File: config.mk
export PLATFORM = sky130hd
export DESIGN_NAME = rom_dump_sequencer_flat
export DESIGN_NICKNAME = d
export VERILOG_FILES = /design/src/rtl/rom_reader_pkg.sv /design/src/rtl/rom_dump_sequencer_if.sv /design/src/rtl/rom_access_timer.sv /design/src/rtl/rom_dump_sequencer.sv /design/src/flat_wrapper.sv
export SDC_FILE = /design/constraint.sdc
export NUM_CORES = 1
export LEC_CHECK = 0
export ABC_AREA = 0
export BUFFER_PORTS_ARGS = -buffer_cell sky130_fd_sc_hd__buf_2
export CORE_MARGIN = 2
export CORE_UTILIZATION = 42
export CTS_CLUSTER_SIZE = 12
export DETAILED_ROUTE_END_ITERATION = 12
export HOLD_SLACK_MARGIN = 0.05
export PLACE_DENSITY = 0.66
export SYNTH_ARGS = -nofsm -noshare
export SYNTH_HDL_FRONTEND = slang
export SYNTH_SLANG_ARGS = --single-unit
File: constraint.sdc
create_clock -name clk -period 1.3 [get_ports clk]
set_clock_uncertainty 0.2 [all_clocks]
set_input_delay 0.13 -clock clk [delete_from_list [all_inputs] [get_ports clk]]
set_output_delay 0.13 -clock clk [all_outputs]
set_load 0.05 [all_outputs]
File: src/rtl/rom_reader_pkg.sv
// Shared definitions for the 556PT5 / 556PT4 PROM readers.
// Covers chip geometry, operation codes and the dump sequencer state encoding.
package rom_reader_pkg;

   localparam int IP3604 = 1;
   localparam int IP3601 = 2;

   localparam int IP3604_DATA_WIDTH    = 8;
   localparam int IP3604_ADDRESS_WIDTH = 9;
   localparam int IP3604_LAST_ADDRESS  = 511;

   localparam int IP3601_DATA_WIDTH    = 4;
   localparam int IP3601_ADDRESS_WIDTH = 8;
   localparam int IP3601_LAST_ADDRESS  = 255;

   // Operation pins V1..V4 map to bits 0..3.
   localparam logic [3:0] OP_READ_CODE = 4'b1100;
   localparam logic [3:0] OP_IDLE_CODE = 4'b1111;

   typedef enum logic [1:0] {
      ST_IDLE,
      ST_SETUP,
      ST_PRESENT,
      ST_DONE
   } seq_state_t;

   function automatic int chip_data_width(input int chip);
      return (chip == IP3601) ? IP3601_DATA_WIDTH : IP3604_DATA_WIDTH;
   endfunction

   function automatic int chip_address_width(input int chip);
      return (chip == IP3601) ? IP3601_ADDRESS_WIDTH : IP3604_ADDRESS_WIDTH;
   endfunction

   function automatic int chip_last_address(input int chip);
      return (chip == IP3601) ? IP3601_LAST_ADDRESS : IP3604_LAST_ADDRESS;
   endfunction

endpackage

File: src/rtl/rom_dump_sequencer_if.sv
// Valid/ready stream carrying one (address, data) pair per transfer.
interface rom_dump_sequencer_if
   import rom_reader_pkg::*;
#(
   parameter int DATA_WIDTH    = IP3604_DATA_WIDTH,
   parameter int ADDRESS_WIDTH = IP3604_ADDRESS_WIDTH
);

   logic [DATA_WIDTH-1:0]    sample_data;
   logic [ADDRESS_WIDTH-1:0] sample_address;
   logic                     sample_valid;
   logic                     sample_ready;

   modport master (
      output sample_data,
      output sample_address,
      output sample_valid,
      input  sample_ready
   );

   modport slave (
      input  sample_data,
      input  sample_address,
      input  sample_valid,
      output sample_ready
   );

endinterface

File: src/rtl/rom_access_timer.sv
// Loadable down-counter that times how long an address is held before sampling.
module rom_access_timer #(
   parameter int ACCESS_CYCLES = 4
) (
   input  logic clk,
   input  logic reset_n,
   input  logic load,
   output logic expired
);

   localparam int             COUNT_WIDTH = $clog2(ACCESS_CYCLES + 1);
   localparam logic [COUNT_WIDTH-1:0] LOAD_VALUE = COUNT_WIDTH'(ACCESS_CYCLES - 1);

   logic [COUNT_WIDTH-1:0] r_count;

   // Saturates at zero so an idle timer stays expired until reloaded.
   always_ff @(posedge clk or negedge reset_n) begin
      if (!reset_n) begin
         r_count <= '0;
      end else if (load) begin
         r_count <= LOAD_VALUE;
      end else if (r_count != '0) begin
         r_count <= r_count - 1'b1;
      end
   end

   assign expired = (r_count == '0);

endmodule

File: src/rtl/rom_dump_sequencer.sv
// Sweeps a PROM from address 0 to LAST_ADDRESS, sampling each word after the
// access time and streaming (address, data) pairs out over a valid/ready link.
module rom_dump_sequencer
   import rom_reader_pkg::*;
#(
   parameter int         DATA_WIDTH    = chip_data_width(IP3604),
   parameter int         ADDRESS_WIDTH = chip_address_width(IP3604),
   parameter int         LAST_ADDRESS  = chip_last_address(IP3604),
   parameter int         ACCESS_CYCLES = 4,
   parameter logic [3:0] OP_READ       = OP_READ_CODE,
   parameter logic [3:0] OP_IDLE       = OP_IDLE_CODE
) (
   input  logic                     clk,
   input  logic                     reset_n,
   input  logic                     start,
   input  logic                     abort,
   input  logic [DATA_WIDTH-1:0]    data_line_in,
   output logic [3:0]               operation,
   output logic [ADDRESS_WIDTH-1:0] address_line,
   output logic                     busy,
   output logic                     done,
   rom_dump_sequencer_if.master     sample_if
);

   localparam logic [ADDRESS_WIDTH-1:0] LAST = ADDRESS_WIDTH'(LAST_ADDRESS);

   logic [1:0]               r_rst_sync;
   logic                     w_rst_n;
   seq_state_t               r_state;
   seq_state_t               w_state_next;
   logic                     w_timer_load;
   logic                     w_timer_expired;
   logic                     w_capture;
   logic                     w_advance;
   logic [ADDRESS_WIDTH-1:0] r_address;
   logic [DATA_WIDTH-1:0]    r_sample_data;
   logic [ADDRESS_WIDTH-1:0] r_sample_address;
   logic                     r_sample_valid;
   logic                     r_busy;
   logic                     r_done;
   logic [3:0]               r_operation;

   // Reset asserts asynchronously but releases on a clock edge.
   always_ff @(posedge clk or negedge reset_n) begin
      if (!reset_n) r_rst_sync <= 2'b00;
      else          r_rst_sync <= {r_rst_sync[0], 1'b1};
   end

   assign w_rst_n = r_rst_sync[1];

   rom_access_timer #(
      .ACCESS_CYCLES (ACCESS_CYCLES)
   ) u_timer (
      .clk     (clk),
      .reset_n (w_rst_n),
      .load    (w_timer_load),
      .expired (w_timer_expired)
   );

   always_ff @(posedge clk or negedge w_rst_n) begin
      if (!w_rst_n) r_state <= ST_IDLE;
      else          r_state <= w_state_next;
   end

   // NOTE: every signal driven here gets a default first, so no path can infer a latch.
   always_comb begin
      w_state_next = r_state;
      w_timer_load = 1'b0;
      w_capture    = 1'b0;
      w_advance    = 1'b0;
      case (r_state)
         ST_IDLE: begin
            if (start) begin
               w_state_next = ST_SETUP;
               w_timer_load = 1'b1;
            end
         end
         ST_SETUP: begin
            if (abort) begin
               w_state_next = ST_IDLE;
            end else if (w_timer_expired) begin
               w_state_next = ST_PRESENT;
               w_capture    = 1'b1;
            end
         end
         ST_PRESENT: begin
            // A handshake on the abort edge still completes; the sweep just stops.
            if (abort) begin
               w_state_next = ST_IDLE;
            end else if (sample_if.sample_ready) begin
               if (r_address == LAST) begin
                  w_state_next = ST_DONE;
               end else begin
                  w_state_next = ST_SETUP;
                  w_timer_load = 1'b1;
                  w_advance    = 1'b1;
               end
            end
         end
         ST_DONE: begin
            w_state_next = ST_IDLE;
         end
         default: begin
            w_state_next = ST_IDLE;
         end
      endcase
   end

   // Outputs are registered from the next state so none depends combinationally on inputs.
   always_ff @(posedge clk or negedge w_rst_n) begin
      if (!w_rst_n) begin
         r_address        <= '0;
         r_sample_data    <= '0;
         r_sample_address <= '0;
         r_sample_valid   <= 1'b0;
         r_busy           <= 1'b0;
         r_done           <= 1'b0;
         r_operation      <= OP_IDLE;
      end else begin
         if (w_state_next == ST_IDLE) begin
            r_address <= '0;
         end else if (w_advance) begin
            r_address <= r_address + 1'b1;
         end
         if (w_capture) begin
            r_sample_data    <= data_line_in;
            r_sample_address <= r_address;
         end
         r_sample_valid <= (w_state_next == ST_PRESENT);
         r_busy         <= (w_state_next != ST_IDLE);
         r_done         <= (w_state_next == ST_DONE);
         r_operation    <= ((w_state_next == ST_SETUP) || (w_state_next == ST_PRESENT))
                           ? OP_READ : OP_IDLE;
      end
   end

   assign operation                = r_operation;
   assign address_line             = r_address;
   assign busy                     = r_busy;
   assign done                     = r_done;
   assign sample_if.sample_data    = r_sample_data;
   assign sample_if.sample_address = r_sample_address;
   assign sample_if.sample_valid   = r_sample_valid;

endmodule

File: src/flat_wrapper.sv
// flat-port wrapper written by rule: the top's interface ports become plain ports
module rom_dump_sequencer_flat import rom_reader_pkg::*;
#(
   parameter int         DATA_WIDTH    = chip_data_width(IP3604),
   parameter int         ADDRESS_WIDTH = chip_address_width(IP3604),
   parameter int         LAST_ADDRESS  = chip_last_address(IP3604),
   parameter int         ACCESS_CYCLES = 4,
   parameter logic [3:0] OP_READ       = OP_READ_CODE,
   parameter logic [3:0] OP_IDLE       = OP_IDLE_CODE
)
  (clk, reset_n, start, abort, data_line_in, operation, address_line, busy, done, sample_if_sample_data, sample_if_sample_address, sample_if_sample_valid, sample_if_sample_ready);
  rom_dump_sequencer_if #(.DATA_WIDTH(DATA_WIDTH), .ADDRESS_WIDTH(ADDRESS_WIDTH)) sample_if_i ();
  input  logic clk;
  input  logic reset_n;
  input  logic start;
  input  logic abort;
  input  logic [DATA_WIDTH-1:0] data_line_in;
  output logic [3:0] operation;
  output logic [ADDRESS_WIDTH-1:0] address_line;
  output logic busy;
  output logic done;
  output wire logic [$bits(sample_if_i.sample_data)-1:0] sample_if_sample_data;
  output wire logic [$bits(sample_if_i.sample_address)-1:0] sample_if_sample_address;
  output wire logic [$bits(sample_if_i.sample_valid)-1:0] sample_if_sample_valid;
  input wire logic [$bits(sample_if_i.sample_ready)-1:0] sample_if_sample_ready;
  assign sample_if_sample_data = sample_if_i.sample_data;
  assign sample_if_sample_address = sample_if_i.sample_address;
  assign sample_if_sample_valid = sample_if_i.sample_valid;
  assign sample_if_i.sample_ready = sample_if_sample_ready;
  rom_dump_sequencer #(.DATA_WIDTH(DATA_WIDTH), .ADDRESS_WIDTH(ADDRESS_WIDTH), .LAST_ADDRESS(LAST_ADDRESS), .ACCESS_CYCLES(ACCESS_CYCLES), .OP_READ(OP_READ), .OP_IDLE(OP_IDLE)) u_core (.clk(clk), .reset_n(reset_n), .start(start), .abort(abort), .data_line_in(data_line_in), .operation(operation), .address_line(address_line), .busy(busy), .done(done), .sample_if(sample_if_i));
endmodule
==> results.yml <==
worst_hold_path:
  min_from: "abort"
  hold_class: "in2reg"
  hold_path_depth: 3
  holdPathEnd: "u_core.r_state[0]"
synthesis:
  synth_edf_count: 0
  synthArstFlopShare: 1.00
  yosys_warnings: 0
  syn_inst: 140
  synth_cell_types: 38
  ys_ff_latch: 37
  ys_seq_area_frac: 0.548
  synth_top_area_frac: 0.533
  synth_area_leaders: "dfrtp_1 (53%), mux2_2 (11%), a21oi_1 (3.8%)"
  syn_avg_cell_area_um2: 12.1
  yosys.area.top_type: "dfrtp_1"
  netlist_area_um2: 1690
  synth_ff_type: "dfrtp_1"
routing:
  drt_iter0_markers: 82
  antenna_violating_nets_post_route: 0
  wire_per_inst_um: 15.9
  drt_pass1_iterations: 4
  drc: 0
  viasPerCell: 5.18
  finalWirelength_um: 4730
  vias: 1543
worst_setup_path:
  crit_path_max_fanout: 8
  cp_data_required_time_ns: 1.32
  timing.rr.start: "u_core.address_line[1]"
  worstSetupEndpointType: "flop"
  r2r_cells: 7
  r2r-end: "u_core.address_line[4]"
  regToRegSetupSlack_ns: -1.00
  arrival_ns: 2.32
  critPathLaunchType: "flop"
  crit_type: "reg2reg"
power_and_ir_drop:
  power_density_nw_per_um2: 1530
  power.total_mw: 4.53
  ir_worst_vdd_mv: 1.23
  p_leak_nw: 1.39
layout:
  final_common_cell: "buf_4"
  drive_gt1_frac: 0.637
  fin_nets: 265
  final_cell_mix: "buf_4 (33), buf_2 (32), dfrtp_1 (28)"
  syn2layout_area_growth_pct: 75.4
  antennaDiodeCount: 0
grt:
  antenna_found_initial: 0
  grt_pass1_wl_um: 7070
  overflow: 0
  grt_max_degree: 15
  grt_pass1_vias: 1503
  grt_usage: 0.211
floorplanning:
  coreArea_um2: 3940
  rows: 23
  boundaryPins: 46
  dieWidth_um: 67.5
  die_y_um: 67.5
  initial_utilization: 0.429
  die_area_um2: 4550
placed_design:
  numPortBuffers: 43
  post-place-ws_ns: -0.952
  post-dp-hpwl_um: 2860
  gp_congestion: 0.887
timing:
  setup_violations: 43
  max_freq_ghz: 0.434
  fin_crit_sh: 1.77
  hold_violations: 0
  worst_hold_slack_ns: 0.0294
  timing.final.ws_setup_ns: -1.00
  maxSlewViolCount: 0
  min_period_ns: 2.30
  rsz0062_at_grt: "true"
outcome:
  status: "finished with violations"
  violations: "setup timing"
cts:
  cts_max_path_buffers: 2
  clk_pin_slew_worst_paths_ns: 0.07
  cts_buffers: 5
  clock_latency_ns: 0.29
  htree_levels: 2
  cts-root-buf: "clkbuf_8"
  cts_sinks: 37
  cts_tree: "yes"
run:
  max_cap_viol_count: 0
[where the power goes]
group / switching, mW / internal, mW / total, mW / leakage, nW
Combinational: 1.20 / 1.01 / 2.21 / 0.868
Clock: 0.407 / 0.371 / 0.778 / 0.0450
Sequential: 0.158 / 1.38 / 1.54 / 0.473
Total: 1.76 / 2.76 / 4.53 / 1.39
[worst max path at each step]
| stage | from | end | slack (ns) |
|---|---|---|---|
| global route | u_core.address_line[1] | u_core.address_line[4] | -1.06 |
| floorplan | u_core.address_line[1] | u_core.address_line[4] | -1.02 |
| global placement | u_core.address_line[1] | u_core.address_line[4] | -0.90 |
| detailed placement | u_core.address_line[1] | u_core.address_line[4] | -0.95 |
| CTS | u_core.address_line[1] | u_core.address_line[4] | -0.93 |
| finish | u_core.address_line[1] | u_core.address_line[4] | -1.00 |
[synthesized netlist by cell type, drive strengths merged (4+ instances only)]
library cell  instances
mux2                 17
inv                   6
o31ai                 4
or4                   4
ha                    5
a21oi                13
nor2                  4
buf                   8
nand3                 5
nand2b                4
o21ai                 5
dfrtp                36
[registers in the layout (all words and copies together) (netlist names)]
| register | count |
|---|---|
| u_core.sample_if.sample_data | 8 |
| u_core.operation | 1 |
| u_core.address_line | 9 |
| u_core.r_state | 2 |
| u_core.done | 1 |
| u_core.u_timer.r_count | 3 |
| u_core.sample_if.sample_address | 9 |
| u_core.sample_if.sample_valid | 1 |
| u_core.r_rst_sync | 2 |
| u_core.busy | 1 |
[layout make-up]
cell class              instances  area [um^2]
inverters                       6         22.5
well taps                      50         62.6
clock buffers                   6         72.6
fillers                       237          976
flip-flops and latches         37          937
multi-input cells              90          916
clock inverters                 2         10.0
repair buffers                107          946
[cells by family after synthesis]
family,count (synthesis),share of synthesized area
AO/OA/AOI/OAI,26,0.0895
AND/OR/NAND/NOR,35,0.137
XOR/XNOR,2,0.0104
other,1,0.00222
multiplexers,19,0.125
flip-flops,37,0.548
buffers and inverters,15,0.0510
adder cells (fa/ha/maj),5,0.0370
[per-stage QoR]
stage               utilization  TNS [ns]  cell area [um^2]  instances
floorplan                     -    -20.13              1830        142
global placement          0.586    -18.01              2310        262
detailed placement        0.586    -20.43              2310        262
CTS                       0.717    -19.89              2830        289
global route              0.752    -22.15              2970        298
finish                    0.752    -19.78              2970        298
[critical path, stage by stage (launching register included)]
cell and delay (ns):
dfrtp_2 0.43, ha_4 0.16, nand4_1 0.10, nor2_1 0.07, ha_2 0.18, or3b_4 0.42
or4_1 0.52, a21oi_2 0.15
[routing by layer]
metal  up-vias  global-route usage  part of all wire
li1        723                   -                 -
met1       756               0.253              0.40
met2        56               0.376              0.53
met3         8              0.0517             0.049
met4         0              0.0561             0.016
met5         -                   0                 0
[timing repair]
| action | 4_1_cts | 5_1_grt |
|---|---|---|
| setup buffers | 4 | 15 |
| hold endpoints to repair | 20 | 0 |
| hold buffers | 13 | 0 |
| gates resized for setup | 66 | 23 |
| gates cloned | 2 | 0 |
| endpoints found under the setup margin | 46 | 53 |
| pin swaps | 8 | 5 |
No activity file was read; power rests on OpenSTA's default activity.
